### src/rtl/lpc_frame_ctrl.sv
// lpc_frame_ctrl: per-frame sample counter, solver reset/start sequencing and coefficient bank over Avalon-MM.
// Define LPC_FRAME_IRQ_EN to add the irq output and the CTRL interrupt-enable bits.
module lpc_frame_ctrl #(
  parameter int ORDER    = 10,
  parameter int DW       = 16,
  parameter int CW       = 16,
  parameter int ADDR_W   = 16,
  parameter int DEF_RATE = 160
) (
  input  logic                    clk,
  input  logic                    rst,
  input  logic                    v,
  output logic                    solver_rst,
  output logic                    solver_start,
  input  logic                    solver_done,
  input  logic [(ORDER+1)*DW-1:0] solver_coef,
  output logic [(ORDER+1)*DW-1:0] coef,
  output logic                    coef_valid,
  output logic                    busy,
`ifdef LPC_FRAME_IRQ_EN
  output logic                    irq,
`endif
  input  logic [ADDR_W-1:0]       address,
  input  logic                    read,
  input  logic                    write,
  input  logic [DW-1:0]           writedata,
  output logic [DW-1:0]           readdata
);
  typedef enum logic {S_COLLECT, S_SOLVE} state_t;
  localparam int MW = (CW > DW) ? CW : DW;
  localparam logic [DW-1:0] BAD = DW'(32'h0BAD);
  state_t        r_state;
  logic [CW-1:0] r_count;
  logic [DW-1:0] r_rate, r_fcnt, w_rdata, w_ctrl;
  logic          r_en, r_ovr, r_frdy;
  logic          w_wr_rate, w_wr_ctrl, w_wr_stat, w_rd_stat;
  logic          w_restart, w_bnd, w_cap, w_ovr_ev;
  assign w_wr_rate = write && address == ADDR_W'(0);
  assign w_wr_ctrl = write && address == ADDR_W'(1);
  assign w_wr_stat = write && address == ADDR_W'(2);
  assign w_rd_stat = read && address == ADDR_W'(2);
  assign w_restart = w_wr_ctrl && writedata[1];
  // >= so that a RATE lowered below the running count closes the frame on the next sample
  assign w_bnd     = r_en && v && !w_restart && (MW'(r_count) >= MW'(r_rate) - MW'(1));
  assign w_cap     = r_en && r_state == S_SOLVE && solver_done;
  assign w_ovr_ev  = w_bnd && r_state == S_SOLVE && !solver_done;
  assign busy      = r_state == S_SOLVE;
`ifdef LPC_FRAME_IRQ_EN
  logic r_fie, r_oie;
  always_ff @(posedge clk) begin
    if (rst) begin
      r_fie <= 1'b0;
      r_oie <= 1'b0;
      irq   <= 1'b0;
    end else begin
      if (w_wr_ctrl) begin
        r_fie <= writedata[2];
        r_oie <= writedata[3];
      end
      irq <= (r_frdy & r_fie) | (r_ovr & r_oie);
    end
  end
  assign w_ctrl = DW'({r_oie, r_fie, 1'b0, r_en});
`else
  assign w_ctrl = DW'(r_en);
`endif
  always_comb begin
    w_rdata = BAD;
    for (int k = 0; k <= ORDER; k++)
      if (address == ADDR_W'(16 + k)) w_rdata = coef[k*DW +: DW];
    if (address == ADDR_W'(0)) w_rdata = r_rate;
    if (address == ADDR_W'(1)) w_rdata = w_ctrl;
    if (address == ADDR_W'(2)) w_rdata = DW'({r_frdy, r_ovr, busy});
    if (address == ADDR_W'(3)) w_rdata = r_fcnt;
  end
  always_ff @(posedge clk) begin
    if (rst) begin
      r_state      <= S_COLLECT;
      r_count      <= '0;
      r_rate       <= DW'(DEF_RATE);
      r_en         <= 1'b1;
      r_ovr        <= 1'b0;
      r_frdy       <= 1'b0;
      r_fcnt       <= '0;
      solver_rst   <= 1'b0;
      solver_start <= 1'b0;
      coef         <= '0;
      coef_valid   <= 1'b0;
      readdata     <= '0;
    end else begin
      r_count      <= (!r_en || w_restart || w_bnd) ? '0 : v ? r_count + CW'(1) : r_count;
      r_state      <= (!r_en || w_restart) ? S_COLLECT : w_bnd ? S_SOLVE : w_cap ? S_COLLECT : r_state;
      solver_rst   <= w_bnd;
      solver_start <= solver_rst && r_en && !w_restart;
      coef_valid   <= w_cap;
      if (w_cap) coef <= solver_coef;
      r_fcnt       <= r_fcnt + DW'(w_cap);
      r_ovr        <= w_ovr_ev | (r_ovr & !(w_wr_stat & writedata[1]));
      r_frdy       <= w_cap | (r_frdy & !(w_wr_stat & writedata[2]) & !w_rd_stat);
      if (w_wr_rate && writedata >= DW'(ORDER + 1)) r_rate <= writedata;
      if (w_wr_ctrl) r_en <= writedata[0];
      readdata     <= read ? w_rdata : '0;
    end
  end
endmodule

### config.mk
export PLATFORM = sky130hd
export DESIGN_NAME = lpc_frame_ctrl
export DESIGN_NICKNAME = d
export VERILOG_FILES = /design/src/rtl/lpc_frame_ctrl.sv
export SDC_FILE = /design/constraint.sdc
export NUM_CORES = 1
export LEC_CHECK = 0
export CAP_MARGIN = 20
export CORE_MARGIN = 2
export CORE_UTILIZATION = 41
export CTS_CLUSTER_DIAMETER = 60
export DETAILED_ROUTE_END_ITERATION = 10
export MAX_ROUTING_LAYER = met4
export PLACE_DENSITY = 0.77
export SLEW_MARGIN = 10
export SYNTH_ARGS = -nofsm -noshare
export SYNTH_HDL_FRONTEND = slang
export SYNTH_SLANG_ARGS = --single-unit
### constraint.sdc
create_clock -name clk -period 3 [get_ports clk]
set_input_delay 0.75 -clock clk [delete_from_list [all_inputs] [get_ports clk]]
set_output_delay 0.75 -clock clk [all_outputs]
set_load 0.03 [all_outputs]
# Word-level counts from Yosys, hierarchy flattened

Cells that the tools add are included.

Equal/unequal tests: 14
$add $sub $neg: 3
Multiplexer cells: 17
$lt $le $gt $ge: 2
Bitwise gates (word level): 8
Reduce and logical (&&, ||, !) cells: 28

Operator list:

| cell                                                               | number |
|---|---|
| two-way mux 16 bit                                                 | 15 |
| equality test 16 x 5 -> 1 bit, second input constant               | 11 |
| equality test 16 x 2 -> 1 bit, second input constant               | 2 |
| adder 16 x 1 -> 16 bit                                             | 1 |
| adder 16 x 1 -> 16 bit, second input constant                      | 1 |
| equality test 16 x 1 -> 1 bit, second input constant               | 1 |
| greater-or-equal comparator 16 bit                                 | 1 |
| greater-or-equal comparator 16 x 4 -> 1 bit, second input constant | 1 |
| zero test 16 bit                                                   | 1 |
| subtractor 16 x 1 -> 16 bit, second input constant                 | 1 |
| logical AND 1 bit                                                  | 15 |
| zero test 1 bit                                                    | 6 |
| OR reduction 2 bit                                                 | 3 |
| AND 1 bit                                                          | 5 |
| logical OR 1 bit                                                   | 2 |
| two-way mux 1 bit                                                  | 2 |
| bitwise OR 1 bit                                                   | 2 |
| nonzero test 2 bit                                                 | 1 |
| inverter 1 bit                                                     | 1 |

Input port bits: 214
Flip-flop bits (word level): 247
Word-level logic and storage cells: 84

# Depth between registers and ports, before layout

Gate-level depths: netlist (run 1).

Depth in word-level cells: 16
Depth in mapped cells: 13

# Worst setup path after synthesis (run 1)

No wires, ideal clock.

Path type: register to register
Start point: reg r_rate[2]
End point: reg r_count[10]
Path slack: 0.122 ns
Library setup time: 0.064 ns
Period minus slack after synthesis: 2.878 ns
Cell stages (with the launch flop): 14
Path buffers: 2
Data arrival time: 2.814 ns
Required time: 2.936 ns
Cell sequence: dfxtp_1 clkbuf_1 nor4_1 nand3_1 nor4_1 xnor2_1 ha_1 a21oi_1 o21ai_0 a22oi_1 o21ai_0 a211o_1 buf_2 nor2_1

Cells in the longest elaborated chain, start to end: 5

Ends and longest elaborated chain:

| what                               | RTL line | source |
|---|---|---|
| start: declaration                 | 34       | `logic [DW-1:0] r_rate, r_fcnt, w_rdata, w_ctrl;` |
| start signal: assignment           | 80       | `r_rate <= DW'(DEF_RATE);` |
| start signal: assignment           | 100      | `if (w_wr_rate && writedata >= DW'(ORDER + 1)) r_rate <= writedata;` |
| subtractor 16 x 1 -> 16 bit        | 44       | `assign w_bnd = r_en && v && !w_restart && (MW'(r_count) >= MW'(r_rate) - MW'(1));` |
| greater-or-equal comparator 16 bit | 44       |  |
| logical AND 1 bit                  | 44       |  |
| logical OR 1 bit                   | 91       | `r_count <= (!r_en \|\| w_restart \|\| w_bnd) ? '0 : v ? r_count + CW'(1) : r_count;` |
| OR reduction 2 bit (no line)       | n/a      |  |
| end signal: assignment             | 91       |  |
| end: declaration                   | 33       | `logic [CW-1:0] r_count;` |

Every way passes these cells.
A chain may end at the register's enable or synchronous reset.

# Worst setup path after layout (run 1)

Start point: in address[10]
End point: reg readdata[13]

Cells in the longest elaborated chain, start to end: 16

Ends and longest elaborated chain:

| what                              | RTL line | source |
|---|---|---|
| start: declaration                | 23       | `input logic [ADDR_W-1:0] address,` |
| equality test 16 x 5 -> 1 bit     | 70       | `if (address == ADDR_W'(16 + k)) w_rdata = coef[k*DW +: DW];` |
| two-way mux 16 bit (11 in series) | 70       |  |
| two-way mux 16 bit                | 71       | `if (address == ADDR_W'(0)) w_rdata = r_rate;` |
| two-way mux 16 bit                | 72       | `if (address == ADDR_W'(1)) w_rdata = w_ctrl;` |
| two-way mux 16 bit                | 73       | `if (address == ADDR_W'(2)) w_rdata = DW'({r_frdy, r_ovr, busy});` |
| two-way mux 16 bit *              | 74       | `if (address == ADDR_W'(3)) w_rdata = r_fcnt;` |
| end signal: assignment            | 102      | `readdata <= read ? w_rdata : '0;` |
| end: declaration                  | 27       | `output logic [DW-1:0] readdata` |

Every way passes the cells marked *; elsewhere a longest branch is shown, timed or not.

==> reports/metrics.cfg, run 1 <==
[status]
outcome=complete, but fails checks
failed_checks=setup timing

[worst_setup_path]
r2r-start=r_rate[4]$_SDFFE_PP0P_
r2r_setup_slack_ns=0.20
critical_path_class=in2reg
reg2reg_to=r_count[11]$_SDFFE_PP0P_
cp_max_fo=7
cp-start-kind=input port
r2r_cells=13
end_kind=register
cp.required_ns=3.39
crit_arrival_ns=3.48

[clock_network]
post_cts_buffers=0
clock_latency_ns=0.57
cts_buffers=29
h-tree-depth=1
clock-root-buffer=clkbuf_16
cts.sinks=247
clk_pin_slew_ns=0.06
cts_tree=built
clock_path_buffers=3

[cells_and_area]
num-fill-cells=2309
areaGrowthSynthToFinish_pct=54.12
layout.cells.non_filler=2235
drive_above_1_share_pct=11.20
design_area_um2=17390
final_nets=2104

[timing]
worst_slack_ns=-0.09131
fin_crit_sh_pct=103.0
rsz0062_at_grt=false
slew_headroom_pct=22.60
fin_skew_ns=0.01939
worst_slew_pin_slew_ns=1.132
setup_viol=1
slew_violations=0
fmax_mhz=323.5
hold_violations=0
finalCriticalPeriod_ns=3.091

[floorplan]
fp.dieArea_um2=28870
io_pins=410
fp-row-count=60
fp.dieW_um=169.9
start_util_pct=41.75
fp.coreArea_um2=27030
die-height_um=169.9

[global_routing]
track_usage_pct=33.83
grt_pass1_wl_mm=71.88
antenna_found_initial=1
grt_max_degree=179
overflow=0
grt_pass1_vias=11860

[run]
cap_violations=0

[logic_synthesis]
ys_seq_area_share_pct=43.82
ys_top_cells_by_count=nand2_1, dfxtp_1, a21oi_1, clkbuf_1, nor2_1
yosys_warnings=0
yosysTopAreaCellShare_pct=43.82
synth_edf_count=0
syn_nets=1648
synthArstFlopShare_pct=0
synthTopCellsByArea=dfxtp_1, nand2_1, a21oi_1
netlist_instances=1414
synthFlopType=dfxtp_1
ys_seq_elements=247
yosysMostFrequentCell=nand2_1
yosysTopAreaCell=dfxtp_1
ys_types=70
netlist_area_um2=11280
syn_avg_cell_area_um2=7.981

[place]
gp_congestion=1.067
placed_cell_area_um2=16370
dp_slack_ns=-0.4388
dp_cells=2180
dp_hpwl_mm=37.85
port-buffer-count=409

[min_path]
hold_start=coef[9]$_SDFFE_PP0P_
hold_depth=2
whs_endpoint=coef[9]$_SDFFE_PP0P_
hold_class=reg2reg

[detailed_routing]
firstDrtPassIters=7
num_vias=12460
drt-total-wl_mm=49.29
vias_per_cell=5.574
drcViolationCount=0
ant_nets=0
wl_per_cell_um=22.05
drtIter0Drc=1027

[power]
vdd_drop_max_uv=336.3
leakage_nw=6.302
powerDensity_nw_per_um2=429.8
power_w=0.007475

-- worst max-delay path: stages --
cell             delay, ns
clkdlybuf4s50_1       0.50
nor4_2                0.06
buf_4                 0.16
buf_4                 0.15
nand4_1               0.09
buf_4                 0.16
nor2_1                0.06
buf_4                 0.15
a221o_1               0.33
a2111oi_0             0.95
a21oi_1               0.12
-- per-layer routing --
layer / share of wire [%] / track usage, % / up-vias
met4: 3.9 / 12.49 / 0
li1: - / - / 5806
met1: 41 / 42.52 / 5890
met3: 9.0 / 7.372 / 119
met5: 0 / - / -
met2: 46 / 53.61 / 644
-- stage by stage --
step	utilization (%)	hold slack, ns	TNS (ns)
after global routing	64.35	0.4828	0
after global placement	60.57	0.4488	-7.473
after detailed placement	60.57	0.4620	-8.602
after floorplan	-	0.4447	0
final	64.35	0.4692	-0.09131
after CTS	64.25	0.4691	0
-- layout make-up --
cell class	count	area (µm²)	share of cell area, %
tap	341	426.7	2.453
clock buffer	41	840.8	4.835
multi-input combinational	1054	5921	34.04
antenna	1	2.502	0.01439
clock inverter	13	155.1	0.8921
sequential	247	4945	28.43
timing repair buffer	526	5051	29.04
inverter	12	50.05	0.2878
-- state kept, by name (all words and copies together) (netlist names) --
register      count
readdata         16
r_frdy            1
r_en              1
r_ovr             1
coef_valid        1
solver_rst        1
r_rate           16
solver_start      1
busy              1
r_count          16
coef            176
r_fcnt           16
-- worst max-delay path by stage --
stage | end | start | slack [ns] | depth (start not counted)
2_1_floorplan | r_count[10]$_SDFFE_PP0P_ | r_rate[2]$_SDFFE_PP0P_ | 0.12 | 13
3_3_place_gp | readdata[13]$_SDFF_PP0_ | address[9] | -0.43 | 11
3_5_place_dp | readdata[13]$_SDFF_PP0_ | address[9] | -0.44 | 11
4_1_cts | r_count[11]$_SDFFE_PP0P_ | r_rate[4]$_SDFFE_PP0P_ | 0.13 | 13
5_1_grt | r_count[5]$_SDFFE_PP0P_ | r_rate[4]$_SDFFE_PP0P_ | 0.006 | 13
6_report | readdata[13]$_SDFF_PP0_ | address[10] | -0.09 | 11
-- kinds of logic (layout without fill, tap and decap cells) --
family | Yosys count | after routing | synth area share (%)
simple gates | 638 | 638 | 25.05
compound gates | 315 | 315 | 16.29
flops | 247 | 247 | 43.82
buf+inv | 113 | 592 | 4.091
xor+xnor | 41 | 41 | 3.182
mux | 40 | 40 | 5.355
fa+ha+maj | 20 | 20 | 2.218
other cells | 0 | 1 | 0
-- placed cells by master, fill, tap and decap left out, drive strengths merged, types with 21 or more instances in the layout --
cell type / count
nand2: 411
clkdlybuf4s50: 406
dfxtp: 247
a21oi: 217
buf: 120
nor2: 84
clkbuf: 41
nand3: 25
xor2: 22
mux2i: 21
o21ai: 21
nor4: 21
-- repair_timing --
action | CTS | global route
gates resized for setup | 0 | 5
hold buffers | 0 | 0
setup endpoints to repair | 0 | 16
-- power breakdown --
group	internal, W	leakage [nW]	switching, W
clock network	0.00215	0.488	0.00148
logic	0.000325	3.82	0.000223
registers	0.00329	1.99	0.00000769
Note: power is estimated with default switching activity, not from simulation.
==> run 2: changes to the inputs <==
Settings changed: SKIP_CTS_REPAIR_TIMING set to 1.
==> results of run 2 <==
No change in the layout: final DEF, timing and power equal those of run 1.
==> run 3: changes to the inputs <==
==> constraint.sdc (replaced) <==
create_clock -name clk -period 3 [get_ports clk]
set_input_delay 0.45 -clock clk [delete_from_list [all_inputs] [get_ports clk]]
set_output_delay 0.45 -clock clk [all_outputs]
set_load 0.03 [all_outputs]
==> run 3 against run 2 <==
  * The run now ends clean
  * Global-route usage is 0.14 points lower
  * Total power is 0.77% higher
  * Worst hold slack worse by 0.25 ns
  * First-iteration DRC count is 9.5% higher
  * Via count is 0.51% lower
  * Clock-buffer cell count is 1 higher
  * Register-to-register slack better by 0.05 ns
  * Clock power is 2% higher
  * Final cell count is 1.3% lower
==> reports/metrics.cfg, run 3 (synthesis gave the netlist of run 1 again) <==
[detailed_routing]
wl_per_cell_um=22.10  ; +0.23%
ant_nets=0  ; unchanged
drt-total-wl_mm=48.78  ; -1.0%
drcViolationCount=0  ; unchanged
firstDrtPassIters=6  ; -1
vias_per_cell=5.616  ; +0.75%
drtIter0Drc=1125  ; +9.5%
num_vias=12400  ; -0.51%

[worst_setup_path]
cp.required_ns=3.48  ; +0.09 ns
r2r-start=r_rate[4]$_SDFFE_PP0P_
critical_path_class=reg2reg
reg2reg_to=r_count[3]$_SDFFE_PP0P_
r2r_setup_slack_ns=0.25  ; +0.05 ns
r2r_cells=12  ; -1
cp-start-kind=register
end_kind=register
crit_arrival_ns=3.24  ; -0.24 ns
cp_max_fo=8  ; +1

[floorplan]
io_pins=410  ; unchanged
die-height_um=169.9  ; unchanged
fp-row-count=60  ; unchanged
fp.dieArea_um2=28870  ; unchanged
fp.coreArea_um2=27030  ; unchanged
start_util_pct=41.75  ; unchanged
fp.dieW_um=169.9  ; unchanged

[power]
vdd_drop_max_uv=350.0  ; +4.1%
power_w=0.007533  ; +0.77%
p_sw_share_pct=22.72  ; -0.21 points
power_frac_clock_pct=49.1  ; +0.5 points
power.internal_w=0.005822  ; +1.0%
leakage_nw=6.140  ; -2.6%
p_seq_share_pct=43.7  ; -0.4 points
comb_power_share_pct=7.2  ; about the same
powerDensity_nw_per_um2=439.8  ; +2.3%
netSwitchingPower_w=0.001711  ; -0.16%

[global_routing]
grt_max_degree=179  ; unchanged
grt_pass1_wl_mm=71.90  ; about the same
grt_pass1_vias=11930  ; +0.66%
antenna_found_initial=1  ; unchanged
track_usage_pct=33.69  ; -0.14 points
overflow=0  ; unchanged

[timing]
fmax_mhz=363.0  ; +12%
setup_viol=0  ; -1
worst_slack_ns=0.2452  ; +0.3365 ns
rsz0062_at_grt=false
hold_violations=0  ; unchanged
slew_headroom_pct=33.63  ; +11 points
fin_skew_ns=0.02662  ; +0.007229 ns
worst_slew_pin_slew_ns=0.9704  ; -0.1614 ns
slew_violations=0  ; unchanged
finalCriticalPeriod_ns=2.755  ; -0.3365 ns
whs_ns=0.2177  ; -0.2515 ns
fin_crit_sh_pct=91.83  ; -11 points

[clock_network]
cts.sinks=247  ; unchanged
clock-root-buffer=clkbuf_16
cts_buffers=30  ; +3.4%
cts_tree=built
h-tree-depth=1  ; unchanged
clock_latency_ns=0.57  ; about the same
clock_path_buffers=3  ; unchanged
clk_pin_slew_ns=0.06  ; about the same

[status]
outcome=finished clean

[run]
cap_violations=0  ; unchanged

[min_path]
hold_start=rst
hold_depth=2  ; unchanged
whs_endpoint=r_fcnt[12]$_SDFF_PP0_
hold_class=in2reg

[place]
dp_hpwl_mm=37.12  ; -1.9%
port-buffer-count=409  ; unchanged
gp_congestion=1.004  ; -5.9%
dp_cells=2149  ; -1.4%
dp_slack_ns=-0.1747  ; +0.2641 ns

[cells_and_area]
layout.cells.non_filler=2207  ; -1.3%
drive_above_1_share_pct=9.544  ; -1.7 points
max_flop_register=coef
num-fill-cells=2355  ; +2.0%
layout_common_cells=nand2_1, clkdlybuf4s50_1, dfxtp_1
mostFrequentLayoutCell=nand2_1
areaGrowthSynthToFinish_pct=51.79
final_nets=2075  ; -1.4%
largest_reg_flops=176  ; unchanged

[run 3: cell count changes in the layout (fill, tap and decap cells not counted), moves of 2 or more]
cell and change:
buf_4 -28, clkinv_2 +3, clkbuf_8 -3, clkbuf_1 +3, nor4_1 +2, buf_12 -3, nor4_2 -2, clkinvlp_4 -2
clkinv_4 -2
[run 3: stage by stage]
step,util [%],area (µm²),TNS (ns)
final,63.38,17130,0
after global routing,63.38,17130,0
after CTS,63.31,17110,-0.3106
after detailed placement,59.57,16100,-0.2858
after global placement,59.57,16100,-0.2084
after floorplan,-,11280,0
[run 3: how the worst max path moves through the flow]
stage / start / end
after CTS: r_rate[4]$_SDFFE_PP0P_ / r_count[3]$_SDFFE_PP0P_
after global routing: r_rate[4]$_SDFFE_PP0P_ / r_count[5]$_SDFFE_PP0P_
after detailed placement: address[3] / readdata[13]$_SDFF_PP0_
after global placement: address[3] / readdata[13]$_SDFF_PP0_
final: r_rate[4]$_SDFFE_PP0P_ / r_count[3]$_SDFFE_PP0P_
after floorplan: r_rate[2]$_SDFFE_PP0P_ / r_count[10]$_SDFFE_PP0P_
[run 3: final cells by class]
type	instances	area, µm²	area share, %
antenna	1	2.502	0.01461
clock buffer	42	835.8	4.879
clock inverter	14	175.2	1.023
inverter	12	50.05	0.2922
multi-input combinational	1055	5913	34.52
sequential	247	4945	28.87
tap	341	426.7	2.491
timing repair buffer	495	4781	27.91
[run 3: worst max-delay path, stage by stage, from the launching register on]
cell,delay (ns)
dfxtp_1,0.36
nor4_1,0.29
buf_4,0.18
nand3_1,0.13
nor4_2,0.22
xnor2_1,0.16
ha_1,0.26
a21oi_1,0.14
o21ai_0,0.10
a22oi_1,0.15
o21ai_1,0.16
a211o_2,0.39
nor2_1,0.13
[run 3: layer usage]
| metal | track usage, % | part of all wire, % |
|---|---|---|
| met1 | 42.18 | 41 |
| met5 | - | 0 |
| met4 | 11.41 | 3.7 |
| met2 | 54.14 | 47 |
| met3 | 7.279 | 8.7 |
[run 3: power groups by stage]
stage | clock [W] | combinational (W) | sequential, W
global placement | 0 | 0.000527 | 0.00337
global route | 0.00386 | 0.000568 | 0.00329
finish | 0.00370 | 0.000539 | 0.00329
CTS | 0.00373 | 0.000532 | 0.00329
detailed placement | 0 | 0.000528 | 0.00337
floorplan | 0 | 0.000135 | 0.00338
